File: src/rtl/reg_ctrl_pkg.sv
// Shared definitions for the register-transfer controller: opcodes,
// controller states, instruction field positions and default widths.
package reg_ctrl_pkg;

  localparam int W_DEF  = 8;
  localparam int AW_DEF = 2;

  localparam logic [3:0] OP_MOV = 4'd0;
  localparam logic [3:0] OP_ADD = 4'd1;
  localparam logic [3:0] OP_SUB = 4'd2;
  localparam logic [3:0] OP_AND = 4'd3;
  localparam logic [3:0] OP_OR  = 4'd4;
  localparam logic [3:0] OP_NOT = 4'd5;
  localparam logic [3:0] OP_INC = 4'd6;
  localparam logic [3:0] OP_LDI = 4'd7;
  localparam logic [3:0] OP_SHL = 4'd8;
  localparam logic [3:0] OP_SHR = 4'd9;

  // Instruction layout: [7:4] opcode, [3:2] source reg, [1:0] destination reg
  localparam int OP_MSB  = 7;
  localparam int OP_LSB  = 4;
  localparam int SRC_MSB = 3;
  localparam int SRC_LSB = 2;
  localparam int DST_MSB = 1;
  localparam int DST_LSB = 0;

  typedef enum logic [1:0] {
    ST_IDLE  = 2'd0,
    ST_READ  = 2'd1,
    ST_EXEC  = 2'd2,
    ST_WRITE = 2'd3
  } state_t;

endpackage

File: src/rtl/reg_ctrl_alu.sv
// Combinational ALU for reg_ctrl. a is the source operand, b the destination
// operand. 'writes' is low for opcodes that do not write back (NOP).
// Build option: define REG_CTRL_SHIFT_EN to turn opcodes 8/9 into SHL/SHR;
// otherwise they behave as NOP like 10-15.
module reg_ctrl_alu
  import reg_ctrl_pkg::*;
#(
  parameter int W = W_DEF
) (
  input  logic [3:0]   op,
  input  logic [W-1:0] a,
  input  logic [W-1:0] b,
  input  logic [W-1:0] imm,
  output logic [W-1:0] res,
  output logic         carry,
  output logic         zero,
  output logic         writes
);

  // Result and carry per opcode; logic, move and load ops leave carry clear
  always_comb begin
    res    = '0;
    carry  = 1'b0;
    writes = 1'b1;
    case (op)
      OP_MOV: res = a;
      OP_ADD: {carry, res} = {1'b0, b} + {1'b0, a};
      // Top bit of the (W+1)-bit difference is set exactly when b < a
      OP_SUB: {carry, res} = {1'b0, b} - {1'b0, a};
      OP_AND: res = b & a;
      OP_OR:  res = b | a;
      OP_NOT: res = ~a;
      OP_INC: {carry, res} = {1'b0, b} + {{W{1'b0}}, 1'b1};
      OP_LDI: res = imm;
`ifdef REG_CTRL_SHIFT_EN
      OP_SHL: begin
        res   = {b[W-2:0], 1'b0};
        carry = b[W-1];
      end
      OP_SHR: begin
        res   = {1'b0, b[W-1:1]};
        carry = b[0];
      end
`endif
      default: writes = 1'b0;
    endcase
    zero = (res == '0);
  end

endmodule

File: src/rtl/reg_ctrl.sv
// Register-transfer controller: initiator side of the 4xW register group.
// Accepts one instruction per handshake, reads operands through the group's
// combinational ports, then writes the result back during one WRITE cycle
// (the group commits on the falling edge while we=1).
// Build option: REG_CTRL_SHIFT_EN (handled in reg_ctrl_alu).
module reg_ctrl
  import reg_ctrl_pkg::*;
#(
  parameter int W  = W_DEF,
  parameter int AW = AW_DEF
) (
  input  logic          clk,
  input  logic          rst,
  input  logic          instr_valid,
  input  logic [7:0]    instr,
  input  logic [W-1:0]  imm,
  output logic          instr_ready,
  input  logic [W-1:0]  s,
  input  logic [W-1:0]  d,
  output logic          we,
  output logic [AW-1:0] sr,
  output logic [AW-1:0] dr,
  output logic [W-1:0]  i,
  output logic          done,
  output logic          zero,
  output logic          carry
);

  state_t       state_q, state_d;
  logic [3:0]   ir_op_q;
  logic [1:0]   ir_dst_q;
  logic [W-1:0] imm_q, op_a_q, op_b_q;
  logic [W-1:0] alu_res;
  logic         alu_carry, alu_zero, alu_writes;
  logic         accept;

  assign accept = instr_valid && instr_ready;

  reg_ctrl_alu #(.W(W)) u_alu (
    .op     (ir_op_q),
    .a      (op_a_q),
    .b      (op_b_q),
    .imm    (imm_q),
    .res    (alu_res),
    .carry  (alu_carry),
    .zero   (alu_zero),
    .writes (alu_writes)
  );

  // State register
  always_ff @(posedge clk) begin
    if (rst) state_q <= ST_IDLE;
    else     state_q <= state_d;
  end

  // Next-state: fixed READ->EXEC walk, EXEC skips WRITE for non-writing ops
  always_comb begin
    state_d = state_q;
    case (state_q)
      ST_IDLE:  if (accept) state_d = ST_READ;
      ST_READ:  state_d = ST_EXEC;
      ST_EXEC:  state_d = alu_writes ? ST_WRITE : ST_IDLE;
      ST_WRITE: state_d = ST_IDLE;
      default:  state_d = ST_IDLE;
    endcase
  end

  // Handshake and write strobe, both forced low while reset is asserted so a
  // reset landing in WRITE suppresses that cycle's falling-edge write
  always_comb begin
    instr_ready = (state_q == ST_IDLE) && !rst;
    we          = (state_q == ST_WRITE) && !rst;
  end

  // Instruction capture, operand latch, bus selects, write data, flags, done
  always_ff @(posedge clk) begin
    if (rst) begin
      ir_op_q  <= '0;
      ir_dst_q <= '0;
      imm_q    <= '0;
      op_a_q   <= '0;
      op_b_q   <= '0;
      sr       <= '0;
      dr       <= '0;
      i        <= '0;
      done     <= 1'b0;
      zero     <= 1'b0;
      carry    <= 1'b0;
    end else begin
      done <= 1'b0;
      case (state_q)
        ST_IDLE: begin
          if (accept) begin
            ir_op_q  <= instr[OP_MSB:OP_LSB];
            ir_dst_q <= instr[DST_MSB:DST_LSB];
            imm_q    <= imm;
            // Selects for READ are set up at accept so s/d are valid all cycle
            sr       <= AW'(instr[SRC_MSB:SRC_LSB]);
            dr       <= AW'(instr[DST_MSB:DST_LSB]);
          end
        end
        ST_READ: begin
          op_a_q <= s;
          op_b_q <= d;
        end
        ST_EXEC: begin
          if (alu_writes) begin
            // The group's write select decodes both selects, so sr follows dr
            sr <= AW'(ir_dst_q);
            dr <= AW'(ir_dst_q);
            i  <= alu_res;
          end else begin
            done <= 1'b1;
          end
        end
        ST_WRITE: begin
          zero  <= alu_zero;
          carry <= alu_carry;
          done  <= 1'b1;
        end
        default: ;
      endcase
    end
  end

endmodule

File: config.mk
export PLATFORM = sky130hd
export DESIGN_NAME = reg_ctrl
export DESIGN_NICKNAME = d
export VERILOG_FILES = /design/src/rtl/reg_ctrl_pkg.sv /design/src/rtl/reg_ctrl_alu.sv /design/src/rtl/reg_ctrl.sv
export SDC_FILE = /design/constraint.sdc
export NUM_CORES = 1
export LEC_CHECK = 0
export BUFFER_PORTS_ARGS = -buffer_cell sky130_fd_sc_hd__buf_2
export CAP_MARGIN = 0
export CORE_ASPECT_RATIO = 1.5
export CORE_MARGIN = 3
export CORE_UTILIZATION = 25
export DETAILED_ROUTE_END_ITERATION = 10
export GPL_ROUTABILITY_DRIVEN = 0
export GPL_TIMING_DRIVEN = 0
export PLACE_DENSITY = 0.46
export SLEW_MARGIN = 20
export SYNTH_ARGS = -nofsm -noshare
export SYNTH_HDL_FRONTEND = slang
export SYNTH_SLANG_ARGS = --single-unit
export TNS_END_PERCENT = 5
File: constraint.sdc
create_clock -name clk -period 5.21 [get_ports clk]
set_input_delay 0.521 -clock clk [delete_from_list [all_inputs] [get_ports clk]]
set_output_delay 0.521 -clock clk [all_outputs]
set_load 0.01 [all_outputs]
# --- Word-level counts from Yosys, hierarchy flattened ---
# Index checks and enable logic that the tools add are counted.
word_totals:
  output_inout_bits: 17
  input_bits: 35
  register_bits: 47
  wordCells: 55
classes:
  muxes: 13
  reduce_logical: 12
  bitwise_logic: 3
  n_eq_ne: 12
  addsub: 3
op_table:
  columns: ["cell", "n"]
  rows:
  - ["one-hot mux 8 bit (8 select lines)", 1]
  - ["equality test 4 x 3 -> 1 bit, second input constant", 4]
  - ["2-to-1 mux 2 bit", 5]
  - ["adder 8 x 1 -> 9 bit, second input constant", 1]
  - ["adder 8 x 8 -> 9 bit", 1]
  - ["subtractor 8 x 8 -> 9 bit", 1]
  - ["bitwise AND 8 bit", 1]
  - ["equality test 4 x 2 -> 1 bit, second input constant", 2]
  - ["logical NOT 8 bit", 1]
  - ["inverter 8 bit", 1]
  - ["OR 8 bit", 1]
  - ["one-hot mux 2 bit (2 select lines)", 2]
  - ["one-hot mux 2 bit (4 select lines)", 1]
  - ["OR reduction 8 bit", 1]
  - ["equality test 2 bit, second input constant", 2]
  - ["equality test 4 x 1 -> 1 bit, second input constant", 1]
  - ["logical NOT 4 bit", 1]
  - ["inequality test 2 bit, second input constant", 2]
  - ["AND reduction 2 bit", 2]
  - ["logical AND 1 bit", 3]
  - ["one-hot mux 1 bit (3 select lines)", 1]
  - ["AND reduction 3 bit", 1]
  - ["equality test 2 x 1 -> 1 bit, second input constant", 1]
  - ["logical NOT 2 bit", 1]
  - ["other kinds (4)", 5]

# --- Longest topological paths before layout ---
depth:
  ltp_word: 5
  depth_mapped: 10
  ltp_nobuf: 10

# --- Hierarchy ---
# From an unflattened synthesis, not the netlist that was laid out.
hier_totals:
  cells_unflattened: 433
  hier_area_um2: 3355.7
modules_own_cells:
  columns: ["mod", "area_each_um2", "cells_each", "seq_area_each_um2", "instances"]
  rows:
  - ["reg_ctrl", 1764.2, 213, 940.9, 1]
  - ["reg_ctrl_alu", 1591.5, 220, 0.0, 1]

# --- Worst setup path before layout ---
# Ideal clock, no wire load.
synth_timing:
  kind: "flip-flop to flip-flop"
  start: "reg op_b_q[0]"
  end: "reg carry"
  arrival_time_ns: 2.317
  required_ns: 5.079
  path_slack_ns: 2.761
  path_buffers: 0
  path_stages_with_launch: 11
  setup_ns: 0.131
  period_less_slack_ns: 2.449
  cell_sequence: "dfxtp_1 -> inv_1 -> ha_1 -> fa_1 -> nor3_1 -> nor3_1 -> o31ai_1 -> a21oi_1 -> o211a_1 -> a2111oi_0 -> nor3_1"
synth_between:
  elab_chain_len: 2
  elab_cells_between_ends: 4
  cone_classes: "add/sub (3); mux (1)"
synth_rtl:
  columns: ["element", "line", "rtl"]
  rows:
  - ["start, declared", "reg_ctrl.sv:32", "logic [W-1:0] imm_q, op_a_q, op_b_q;"]
  - ["start signal, assigned", "reg_ctrl.sv:82", "op_b_q <= '0;"]
  - ["start signal, assigned", "reg_ctrl.sv:104", "op_b_q <= d;"]
  - ["adder 8 x 1 -> 9 bit, or another cell as far along", "reg_ctrl_alu.sv:33", "OP_INC: {carry, res} = {1'b0, b} + {{W{1'b0}}, 1'b1};"]
  - ["one-hot mux 1 bit (3 select lines) (*)", "reg_ctrl_alu.sv:25", "case (op)"]
  - ["end signal, assigned", "reg_ctrl.sv:118", "carry <= alu_carry;"]
  - ["end, declared", "reg_ctrl.sv:26", "output logic carry"]
# Every way passes the cells marked *; elsewhere a longest branch is shown, timed or not.
# A chain may end at the register's enable or synchronous reset.

# --- Worst setup path after layout ---
# Same ends and word-level chain as after synthesis.

==> summary.txt <==
outcome -> finished, final reports clean
hold path start -> ir_dst_q[0]
cell breakdown of the critical path -> inv_1 > ha_1 > fa_1 > nor3_1 > nor3_1 > o31ai_1 > a21oi_1 > o211a_1 > a2111oi_0 > nor3_1
Hold WC Path Type -> reg -> reg
Setup WS post-layout -> 2.11 ns
post-synth top area share -> 0.295
max frequency -> 323 MHz
port bufs -> 50
Avg WL per Cell -> 16.6 um
CTS root buf -> clkbuf_16
Syn Inst Count -> 422
first-pass GRT wire length -> 16,700 um
Worst VDD drop -> 0.129 mV
DPL Wire Length -> 8370 um
Synth Cell Area -> 0.00319 sq mm
# rows -> 49
share of layout cells above drive strength 1 -> 0.150
PostCTS Resize Cnt -> 0
largest net degree at the start of global routing -> 15
Synth top cells by count -> 76 x nand2_1, 49 x a21oi_1, 47 x dfxtp_1
cts hold-fix bufs -> 0
Vert. Die Dim -> 144 um
MaxCap Viol Count -> 0
dominant cell type by area after synthesis -> dfxtp_1
post-route ant nets -> 0
slowest stage delay, CP -> 0.56 ns
FF/Latch Area -> 941 sq um
Die Wd -> 98.2 um
P&R area growth vs syn -> 18.2%
Critical Path Start -> op_b_q[0]
overall routing resource usage -> 0.151
# setup viols final -> 0
Final #Nets -> 542
DRC -> 0
RSZ-0062 raised after global routing -> no
antenna fix cells -> 0
Unique masters post-synth -> 57
vias -> 3,128
R2R depth -> 10
R2R Path Start -> op_b_q[0]
skew final -> 0.00940 ns
total congestion overflow -> 0
CP max-delay cell -> a2111oi_0
FILL cells -> 1,309
Initial Util -> 0.261
final design utilization -> 0.309
register area share after synthesis -> 0.295
dpl ws -> 2.09 ns
main flop type after synthesis -> dfxtp_1
critical path class -> reg -> reg
CP endpoint kind -> flop
CTS tree -> done
crit path DAT -> 3.26 ns
power per cell area -> 249 mW/mm^2
critical path required time -> 5.37 ns
DR pass1 iterations -> 4
RR Endpoint -> carry
Post-Route WL -> 10,500 um
Yosys reg bits -> 47
syn avg cell area -> 7.55 sq um
vias in the first global route -> 3,115
placed instance count -> 625
clock sink count -> 47
area occupied by multi-input gates -> 0.00202 sq mm
setup bufs post-CTS -> 0
CORE AREA -> 0.0122 sq mm
period utilization -> 0.595
Async SR Flop Fraction -> 0
crit-path most repeated cell -> nor3_1
Setup TNS -> 0 ns
CP top delay family -> compound AO/OA/AOI/OAI gates
YS warnings -> 0
Final Slew Violations -> 0
Final Hold Fails -> 0
initial antenna violation count -> 0
relative max-transition margin -> 0.597
r2r setup slk -> 2.11 ns
Worst Path Buf+Inv -> 1
H-tree level count -> 2
CP startpoint kind -> flop
I/O Pins -> 52
worst skew pair latency -> 0.30 ns
Net Count, Synth -> 485
hold endpoint -> ir_dst_q[0]
minimum clock period after layout -> 3.10 ns
Overall Power -> 0.940 mW
hold path cells -> 2
worst-path fanout max -> 7
drt first-iter violations -> 127
Post-synth EDFFs -> 0
DIE AREA -> 0.0142 sq mm
Synth area leaders -> dfxtp_1 30%, ha_1 10%, nand2_1 9.0%
post-route insts no fill -> 632
count leader, synth -> nand2_1
Worst Tran Pin Value -> 0.589 ns
Worst-path clk slew -> 0.07 ns
Clock Tree Buf Depth -> 2
P_leak -> 1.48 nW
DR vias/cell -> 4.95
Num CTS Buffers -> 5
-- cells by family (layout without fill, tap and decap cells) --
family                     count (synthesis)  count (layout)  synth area share
buffers and inverters                     56             113            0.0718
DFF                                       47              47             0.295
xor gates and xnor gates                  11              11            0.0302
AOI/OAI and AO/OA                        111             111             0.227
muxes                                      8               8            0.0255
adders and majority gates                 28              28             0.115
and+or+nand+nor                          161             161             0.236
-- placed cells by master, fill, tap and decap left out, types with 4 or more instances in the layout --
master     instances
dfxtp_1           47
a211oi_1           7
clkbuf_16          5
o21ai_0            9
nor2_1            26
xnor2_1            9
clkbuf_1          24
nor2b_1            5
a21o_1             4
ha_1              26
mux2i_1            7
nand3_1            8
buf_2             53
nand3b_1           5
o22ai_1            4
and2_1             4
a21oi_1           49
nor3_1            13
inv_1             26
nand2_1           76
nand2b_1           9
-- worst max path at each step --
| stage | cells past startpoint | slack, ns | end |
|---|---|---|---|
| after floorplan | 10 | 2.76 | carry |
| after global placement | 10 | 2.13 | carry |
| after detailed placement | 10 | 2.09 | carry |
| after CTS | 10 | 2.08 | carry |
| after global routing | 10 | 1.95 | carry |
| final | 10 | 2.11 | carry |
-- power by group --
part | switching [mW] | internal [mW] | total, mW
sequential | 0.0188 | 0.380 | 0.399
clock | 0.143 | 0.175 | 0.319
combinational | 0.137 | 0.0857 | 0.222
total | 0.299 | 0.641 | 0.940
-- layout make-up --
class | instances | area share
Buffer | 30 | 0.0349
Inverter | 26 | 0.0259
Clock buffer | 5 | 0.0332
Multi-Input combinational cell | 319 | 0.535
Tap cell | 153 | 0.0508
Timing Repair Buffer | 50 | 0.0664
Clock inverter | 2 | 0.00365
Sequential cell | 47 | 0.250
-- tightest hold or removal path, delay by kind of cell, from the launching register on --
kind | cells | cell delay [ns]
AND/OR/NAND/NOR | 1 | 0.05
flip-flops | 1 | 0.31
AO/OA/AOI/OAI | 1 | 0.06
-- state kept, by name, indices dropped and copies added (netlist names) --
| name | cells |
|---|---|
| ir_op_q | 4 |
| sr | 2 |
| state_q | 2 |
| done | 1 |
| zero | 1 |
| imm_q | 8 |
| ir_dst_q | 2 |
| carry | 1 |
| i | 8 |
| dr | 2 |
| op_b_q | 8 |
| op_a_q | 8 |
-- through the flow --
stage	area (sq um)	hold slack, ns
CTS	3770	0.457
global placement	3630	0.442
global route	3770	0.465
finish	3770	0.456
floorplan	3190	0.432
detailed placement	3630	0.450
-- routing by layer --
metal | track usage | share of wire | up-vias
met5 | 0 | 0 | -
met4 | 0.0763 | 0.035 | 0
met3 | 0.0135 | 0.032 | 18
met2 | 0.276 | 0.53 | 78
met1 | 0.175 | 0.40 | 1462
li1 | - | - | 1570
No activity file was read; power rests on OpenSTA's default activity.
